`config.mk`:
```
export PLATFORM = sky130hd
export DESIGN_NAME = tag_array_ctrl
export DESIGN_NICKNAME = d
export VERILOG_FILES = /design/src/rtl/tag_array_pkg.sv /design/src/rtl/tag_array_ctrl.sv
export SDC_FILE = /design/constraint.sdc
export NUM_CORES = 1
export LEC_CHECK = 0
export ABC_AREA = 0
export CAP_MARGIN = 20
export CORE_AREA = 10 10 132 134
export CTS_CLUSTER_DIAMETER = 50
export DETAILED_ROUTE_END_ITERATION = 10
export DIE_AREA = 0 0 142 144
export PLACE_DENSITY = 0.52
export SETUP_SLACK_MARGIN = 0.5
export SYNTH_ARGS = -nofsm -noshare
export SYNTH_HDL_FRONTEND = slang
export SYNTH_SLANG_ARGS = --single-unit
export TNS_END_PERCENT = 1
```
`constraint.sdc`:
```
create_clock -name clock -period 1.9 [get_ports clock]
set_input_delay 0.57 -clock clock [delete_from_list [all_inputs] [get_ports clock]]
set_output_delay 0.57 -clock clock [all_outputs]
set_load 0.05 [all_outputs]
```
`src/rtl/tag_array_pkg.sv`:
```
// Shared parameters and types for the cache tag-array front-end controller.
package tag_array_pkg;

  localparam int SETS    = 128;
  localparam int WAYS    = 4;
  localparam int ENTRY_W = 20;
  localparam int SET_W   = $clog2(SETS);
  localparam int ROW_W   = WAYS * ENTRY_W;

  // Index of the final set written by the post-reset invalidation sweep.
  localparam logic [SET_W-1:0] LAST_SET = SET_W'(SETS - 1);

  typedef logic [WAYS-1:0][ENTRY_W-1:0] tag_row_t;

  typedef enum logic {
    INIT,
    RUN
  } ctrl_state_e;

endpackage

```
`src/rtl/tag_array_ctrl.sv`:
```
// Tag SRAM front-end: post-reset invalidation sweep, write-priority
// arbitration of lookups against tag updates, one-cycle lookup response.
// Optional macro TAG_WR_FORWARD_EN merges a same-cycle update to the
// responding set into resp_data; without it resp_data is the raw SRAM row.
module tag_array_ctrl
  import tag_array_pkg::*;
(
  input  logic               clock,
  input  logic               reset,
  input  logic               req_valid,
  output logic               req_ready,
  input  logic [SET_W-1:0]   req_set,
  output logic               resp_valid,
  output logic [ROW_W-1:0]   resp_data,
  input  logic               wr_valid,
  output logic               wr_ready,
  input  logic [SET_W-1:0]   wr_set,
  input  logic [ROW_W-1:0]   wr_data,
  input  logic [WAYS-1:0]    wr_mask,
  output logic               init_done,
  output logic [SET_W-1:0]   sram_r_addr,
  input  logic [ROW_W-1:0]   sram_r_data,
  output logic               sram_w_en,
  output logic [SET_W-1:0]   sram_w_addr,
  output logic [ROW_W-1:0]   sram_w_data,
  output logic [WAYS-1:0]    sram_w_mask
);

  ctrl_state_e      state_q, state_d;
  logic [SET_W-1:0] sweep_cnt_q, sweep_cnt_d;
  logic             resp_valid_q;
  logic             rd_fire;
  logic             wr_fire;

  // State and sweep counter; reset always restarts the sweep from set 0.
  always_ff @(posedge clock) begin
    if (reset) begin
      state_q     <= INIT;
      sweep_cnt_q <= '0;
    end else begin
      state_q     <= state_d;
      sweep_cnt_q <= sweep_cnt_d;
    end
  end

  // Next state, handshakes and SRAM write port; everything is quiet while reset is high.
  always_comb begin
    state_d     = state_q;
    sweep_cnt_d = sweep_cnt_q;
    req_ready   = 1'b0;
    wr_ready    = 1'b0;
    sram_w_en   = 1'b0;
    sram_w_addr = wr_set;
    sram_w_data = wr_data;
    sram_w_mask = wr_mask;
    case (state_q)
      INIT: begin
        if (!reset) begin
          sram_w_en   = 1'b1;
          sram_w_addr = sweep_cnt_q;
          sram_w_data = '0;
          sram_w_mask = '1;
          sweep_cnt_d = sweep_cnt_q + SET_W'(1);
          if (sweep_cnt_q == LAST_SET) begin
            state_d = RUN;
          end
        end
      end
      RUN: begin
        if (!reset) begin
          wr_ready  = 1'b1;
          req_ready = !wr_valid;
          sram_w_en = wr_valid;
        end
      end
      default: begin
        state_d = INIT;
      end
    endcase
  end

  assign rd_fire     = req_valid && req_ready;
  assign wr_fire     = wr_valid && wr_ready;
  assign sram_r_addr = req_set;
  assign init_done   = (state_q == RUN) && !reset;
  assign resp_valid  = resp_valid_q && !reset;

  // One-cycle response pulse for every accepted lookup.
  always_ff @(posedge clock) begin
    if (reset) begin
      resp_valid_q <= 1'b0;
    end else begin
      resp_valid_q <= rd_fire;
    end
  end

`ifdef TAG_WR_FORWARD_EN
  logic [SET_W-1:0] resp_set_q;

  // Replace the masked ways of the SRAM row with the in-flight update.
  function automatic tag_row_t merge_row(input tag_row_t base, input tag_row_t upd,
                                         input logic [WAYS-1:0] mask);
    tag_row_t res;
    res = base;
    for (int w = 0; w < WAYS; w++) begin
      if (mask[w]) begin
        res[w] = upd[w];
      end
    end
    return res;
  endfunction

  // Remember which set the pending response belongs to for hazard detection.
  always_ff @(posedge clock) begin
    if (reset) begin
      resp_set_q <= '0;
    end else if (rd_fire) begin
      resp_set_q <= req_set;
    end
  end

  // Forward a same-cycle update into the response so the consumer sees fresh tags.
  always_comb begin
    resp_data = sram_r_data;
    if (resp_valid_q && wr_fire && (wr_set == resp_set_q)) begin
      resp_data = merge_row(tag_row_t'(sram_r_data), tag_row_t'(wr_data), wr_mask);
    end
  end
`else
  logic unused_wr_fire;

  // The consumer resolves update/response hazards itself.
  assign resp_data      = sram_r_data;
  assign unused_wr_fire = wr_fire;
`endif

endmodule

```
==> results of run 1 <==
cells in the final DEF (no fill, tap or decap):
cell	count
clkdlybuf4s50_1	90
nor2b_1	56
buf_4	51
buf_6	32
nor2b_2	16
buf_12	13
nor2b_4	12
buf_8	10
mux2_4	8
dfxtp_1	8
nor2_1	7
or2_4	4
clkbuf_16	3
xor2_1	2
xnor2_1	2
buf_16	2
dlymetal6s2s_1	2
nor2_4	1
inv_1	1
a21oi_4	1
nor3b_4	1
and4_1	1
a31oi_1	1
nand2_1	1
nand4b_4	1
o21ai_0	1
or3_1	1
a21oi_1	1
and2_1	1
and4b_1	1
nand3_2	1
mux2i_1	1
ha_2	1
clkbuf_1	1
clkbuf_2	1
dfxtp_2	1
where the power goes:
part,internal [mW],leakage (nW),switching [mW]
Clock,0.280,0.0382,0.0898
Sequential,0.196,0.0736,0.00866
Combinational,0.478,1.50,0.569
Total,0.954,1.61,0.667
worst max-delay path by stage:
stage	start	slack, ns	cells after the start	end
after CTS	reset	-0.19	6	sram_w_addr[2]
final	reset	-0.17	6	sram_w_addr[2]
after global placement	reset	-0.70	5	sram_w_data[20]
after global routing	reset	-0.22	6	sram_w_addr[0]
after floorplan	reset	-0.18	3	sram_w_data[10]
after detailed placement	reset	-0.74	5	sram_w_data[20]
worst max-delay path: cells and delay by family:
family,cells,cell delay [ns]
buffers and inverters,4,0.51
muxes,1,0.31
and+or+nand+nor,1,0.10
cell families (layout without fill, tap and decap cells):
family                     after synthesis  after routing
muxes                                    9              9
buffers and inverters                  100            206
adders and majority gates                1              1
DFF                                      9              9
xor gates and xnor gates                 4              4
and+or+nand+nor                        104            104
AOI/OAI and AO/OA                        4              4
final cells by class:
class | count | area, µm² | area share [%]
repair buffers | 201 | 2140 | 58.3
inverters | 1 | 3.75 | 0.102
well taps | 188 | 235 | 6.41
flip-flops and latches | 9 | 181 | 4.95
clock buffers | 4 | 78.8 | 2.15
multi-input cells | 122 | 1030 | 28.0
sequential cells by signal, summed over array words and instances (netlist names):
register	cells
resp_valid_q	1
state_q	1
sweep_cnt_q	7
metal layers:
| metal | track usage (%) | part of all wire [%] | vias up |
|---|---|---|---|
| met3 | 4.59 | 12 | 43 |
| li1 | - | - | 829 |
| met2 | 14.4 | 52 | 137 |
| met5 | 0 | 0 | - |
| met4 | 4.09 | 4.1 | 0 |
| met1 | 7.82 | 31 | 800 |
stage by stage:
stage	setup WS [ns]	instances	util (%)	TNS [ns]	hold WS, ns
finish	-0.170	525	24.7	-7.20	0.546
global route	-0.216	525	24.7	-12.25	0.578
CTS	-0.187	525	24.5	-9.61	0.545
detailed placement	-0.737	516	20.9	-53.44	0.537
global placement	-0.696	516	20.9	-50.16	0.531
floorplan	-0.184	231	-	-14.70	0.463
repair_timing:
action,4_1_cts,5_1_grt
setup endpoints to repair,98,98
pin swaps,3,6
hold buffers,0,0
cloned,2,0
gates resized for setup,111,12
buffers inserted,3,0
==> flow_metrics.env, run 1 <==
export IMPL_synth_async_reset_ratio_pct=0
export IMPL_final_nets=521
export IMPL_hold_class="register to register"
export IMPL_drtPass1Iterations=4
export IMPL_r2r_slack_ns=0.57
export IMPL_peakVddDrop_mv=0.219
export IMPL_hold_viol=0
export IMPL_clk_pin_slew_ns=0.04
export IMPL_routed_wl_mm=9.49
export IMPL_hp_start="sweep_cnt_q[6]"
export IMPL_cp_slowest_cell="mux2_4"
export IMPL_syn_area_mm2=0.00173
export IMPL_drive_gt1_share_pct=47.2
export IMPL_r2r_start="state_q"
export IMPL_pin_count=365
export IMPL_antenna_found_initial=0
export IMPL_setup_viol=90
export IMPL_synthTopCellsByArea="buf_4 (39%), nor2b_1 (30%), dfxtp_1 (10%)"
export IMPL_drv_slew=0
export IMPL_tightest_slew_ns=0.293
export IMPL_rsz0062_at_grt="true"
export IMPL_synthMuxAreaShare_pct=6.01
export IMPL_max_stage_delay_ns=0.31
export IMPL_drcViolationCount=0
export IMPL_fp_dieW_um=142
export IMPL_antenna_cells=0
export IMPL_p_leak_nw=1.61
export IMPL_syn_num_nets=414
export IMPL_synth_seq_cells=9
export IMPL_power_total_mw=1.62
export IMPL_synth_xor_area_share_pct=2.03
export IMPL_core_area_mm2=0.0149
export IMPL_critPathMostFrequentCell="buf_6"
export IMPL_syn2layout_area_growth_pct=112
export IMPL_cp_arrival_ns=1.50
export IMPL_holdPathEnd="sweep_cnt_q[6]"
export IMPL_routabilityCongestion=0.736
export IMPL_track_usage_pct=8.32
export IMPL_rows=45
export IMPL_fin_area_mm2=0.00367
export IMPL_start_kind="input port"
export IMPL_synthAdderAreaFrac_pct=0.724
export IMPL_synth_simple_area_share_pct=38.1
export IMPL_crit_fanout=7
export IMPL_drt_initial_drc_count=28
export IMPL_synth_most_common_cell="buf_4"
export IMPL_yosysTopAreaCellShare_pct=38.6
export IMPL_ant_nets=0
export IMPL_worstPathCellList="buf_6 > nor2_4 > buf_6 > buf_12 > mux2_4 > buf_8"
export IMPL_cts_tree="built"
export IMPL_clock_fmax_mhz=483
export IMPL_yosysTopAreaCell="buf_4"
export IMPL_final_min_clock_period_ns=2.07
export IMPL_vias=1809
export IMPL_dpl_cell_area_mm2=0.00310
export IMPL_n_fill_cell=1591
export IMPL_slew_headroom_pct=80.5
export IMPL_cts_root_buffer="clkbuf_16"
export IMPL_power_density_mw_per_mm2=442
export IMPL_grt_overflow=0
export IMPL_critPathKind="input port to output pin"
export IMPL_yosys_warnings=0
export IMPL_cp_required_ns=1.33
export IMPL_outcome="finished, violations left"
export IMPL_reg2regPathDepth=4
export IMPL_synth_compound_area_share_pct=1.23
export IMPL_synth_top_family_by_area="buffers and inverters"
export IMPL_cts_buffer_depth=2
export IMPL_syn_area_per_cell_um2=7.49
export IMPL_fin_worst_skew_ns=0.00148
export IMPL_period_share_pct=109
export IMPL_dieArea_mm2=0.0204
export IMPL_wl_per_cell_um=18.1
export IMPL_grt_pass1_wl_mm=13.2
export IMPL_cts_sinks=9
export IMPL_crit_path_end_kind="output pin"
export IMPL_clk_latency_ns=0.23
export IMPL_grt_pass1_vias=2128
export IMPL_portBuffers=190
export IMPL_die_h_um=144
export IMPL_grt_max_degree=53
export IMPL_synthTopCellsByCount="buf_4 (89), nor2b_1 (84), clkbuf_1 (9), dfxtp_1 (9)"
export IMPL_via_per_inst=3.45
export IMPL_h_tree_depth=1
export IMPL_synth_ff_type="dfxtp_1"
export IMPL_seq_area_frac_synth_pct=10.4
export IMPL_start_util_pct=11.6
export IMPL_maxCapViolations=0
export IMPL_cts_buffers=3
export IMPL_synth_edf_count=0
export IMPL_hold_depth=2
export IMPL_fin_ws_ns=-0.170
export IMPL_violations="negative setup slack"
export IMPL_syn_inst=231
export IMPL_hpwl_mm=7.99
export IMPL_worst_r2r_endpoint="sweep_cnt_q[5]"
export IMPL_synth_cell_types=26
Power figures use the tool's default switching activity.
==> run 2, diff against run 1 <==
Settings changed: GPL_TIMING_DRIVEN set to 0.
==> run 2 against run 1 <==
Against the previous run: the flow still finishes with violations (negative setup slack); sequential share of layout area fell by 1.6 points; total power rose by 46%; count of clock-buffer cells in the layout did not move; largest cell class unchanged.
==> flow_metrics.env, run 2 (same netlist as run 1, synthesis figures left out) <==
export IMPL_hpwl_mm=11.7
export IMPL_track_usage_pct=11.0
export IMPL_cp_slowest_cell="mux2_4"
export IMPL_peakVddDrop_mv=0.253
export IMPL_critPathKind="input port to output pin"
export IMPL_crit_cells=6
export IMPL_switchingPower_mw=1.11
export IMPL_combPwrFrac_pct=75.4
export IMPL_drive_gt1_share_pct=66.0
export IMPL_syn2layout_area_growth_pct=212
export IMPL_hp_start="sweep_cnt_q[6]"
export IMPL_grt_overflow=0
export IMPL_pin_count=365
export IMPL_instances_no_fill=708
export IMPL_cts_buffers=3
export IMPL_fin_ws_ns=-0.191
export IMPL_grt_pass1_vias=2924
export IMPL_p_sw_share_pct=46.7
export IMPL_maxCapViolations=0
export IMPL_antenna_found_initial=0
export IMPL_power_total_mw=2.37
export IMPL_fin_worst_skew_ns=0.00555
export IMPL_clock_fmax_mhz=478
export IMPL_holdPathEnd="sweep_cnt_q[6]"
export IMPL_clk_pin_slew_ns=0.04
export IMPL_fp_dieW_um=142
export IMPL_tightest_slew_ns=0.303
export IMPL_most_common_layout_cells="buf_4 (124), buf_6 (117), clkdlybuf4s50_1 (90), nor2b_1 (57), buf_8 (31)"
export IMPL_violations="negative setup slack"
export IMPL_worstPathCellList="buf_8 > nor2_4 > buf_12 > buf_16 > mux2_4 > buf_8"
export IMPL_dieArea_mm2=0.0204
export IMPL_start_util_pct=11.6
export IMPL_multi_input_area_um2=980
export IMPL_whs_ns=0.542
export IMPL_period_share_pct=110
export IMPL_grt_pass1_wl_mm=17.5
export IMPL_routed_wl_mm=13.1
export IMPL_largest_reg_flops=7
export IMPL_drv_slew=0
export IMPL_hold_depth=2
export IMPL_drtPass1Iterations=3
export IMPL_cts_root_buffer="clkbuf_16"
export IMPL_mostFrequentLayoutCell="buf_4"
export IMPL_internal_power_mw=1.26
export IMPL_ant_nets=0
export IMPL_final_nets=704
export IMPL_routabilityCongestion=0.757
export IMPL_cts_sinks=9
export IMPL_cp_arrival_ns=1.52
export IMPL_vias=2479
export IMPL_h_tree_depth=1
export IMPL_regArea_um2=181
export IMPL_final_min_clock_period_ns=2.09
export IMPL_p_seq_share_pct=8.6
export IMPL_grt_max_degree=11
export IMPL_worst_r2r_endpoint="sweep_cnt_q[5]"
export IMPL_cp_top_family="buffers and inverters"
export IMPL_r2r_start="state_q"
export IMPL_crit_path_end_kind="output pin"
export IMPL_reg_top3="sweep_cnt_q: 7 flops, resp_valid_q: 1 flops, state_q: 1 flops"
export IMPL_clk_latency_ns=0.24
export IMPL_power_density_mw_per_mm2=439
export IMPL_cp_required_ns=1.33
export IMPL_wl_per_cell_um=18.5
export IMPL_rsz0062_at_grt="true"
export IMPL_r2r_slack_ns=0.37
export IMPL_critPathMostFrequentCell="buf_8"
export IMPL_placed_cells=696
export IMPL_via_per_inst=3.50
export IMPL_dpl_cell_area_mm2=0.00476
export IMPL_slew_headroom_pct=79.8
export IMPL_power_share_clock_pct=16.0
export IMPL_dp_slack_ns=-1.59
export IMPL_portBuffers=277
export IMPL_die_h_um=144
export IMPL_drcViolationCount=0
export IMPL_core_area_mm2=0.0149
export IMPL_crit_fanout=5
export IMPL_cts_buffer_depth=2
export IMPL_fin_area_mm2=0.00540
export IMPL_drt_initial_drc_count=36
export IMPL_start_kind="input port"
export IMPL_n_fill_cell=1540
export IMPL_largest_register="sweep_cnt_q"
export IMPL_rows=45
export IMPL_reg2regPathDepth=6
export IMPL_setup_viol=89
export IMPL_antenna_cells=0
export IMPL_p_leak_nw=2.59
export IMPL_hold_class="register to register"
export IMPL_cts_tree="built"
export IMPL_max_stage_delay_ns=0.31
export IMPL_outcome="finished, violations left"
export IMPL_final_core_util_pct=36.3
export IMPL_hold_viol=0
export IMPL_tns_ns=-6.24
export IMPL_crit_buf_inv=4
==> run 2: cell types whose count changed in the layout (fill, tap and decap cells not counted), moves of 7 or more <==
cell,previous run,this run
buf_12,13,5
buf_8,10,31
buf_4,51,124
nor2b_2,16,23
nor2b_4,12,4
buf_6,32,117
==> run 2: worst max-delay path by stage <==
stage                       to    start
5_1_grt         sram_w_addr[5]  state_q
2_1_floorplan  sram_w_data[10]    reset
6_report        sram_w_addr[4]    reset
3_5_place_dp    sram_w_mask[0]    reset
4_1_cts         sram_w_addr[3]    reset
3_3_place_gp    sram_w_mask[3]    reset
==> run 2: worst register-to-register path: stages, from the launching register on <==
cell and delay, ns:
dfxtp_2 0.31, buf_6 0.11, buf_4 0.16, buf_6 0.14
and4b_2 0.31, nand3_2 0.09, mux2_4 0.31
==> run 2: cell type report <==
cell class | count | share of cell area, %
tap | 188 | 4.36
clock buffer | 4 | 1.46
inverter | 1 | 0.0695
timing repair buffer | 285 | 56.0
multi-input combinational | 122 | 18.2
sequential | 9 | 3.36
buffer | 99 | 16.6
==> run 2: per-layer routing <==
metal  wire (µm)  vias to the layer above  GRT usage [%]  part of all wire, %
met5           0                        -              0                    0
met4          49                        0           1.61                 0.37
met3        2000                        4           7.08                   15
met2        7290                      182           20.7                   56
met1        3750                     1097           9.65                   29
li1            -                     1196              -                    -
==> run 2: what timing repair did <==
action	in CTS	in global routing
cloned	1	0
hold buffers	0	0
endpoints found under the setup margin	191	116
pin swaps	4	5
gates resized for setup	870	58
buffers inserted	7	0
==> run 2: power groups by stage <==
stage	sequential [mW]	clock, mW	combinational [mW]
final	0.204	0.379	1.79
after CTS	0.204	0.386	1.77
after detailed placement	0.207	0	1.64
after floorplan	0.204	0	1.00
after global routing	0.205	0.402	1.86
after global placement	0.206	0	1.63
==> run 3, diff against run 2 <==
Settings changed: GPL_ROUTABILITY_DRIVEN set to 1.
==> results of run 3 <==
The final DEF is identical to that of run 2; final timing and power are the same.
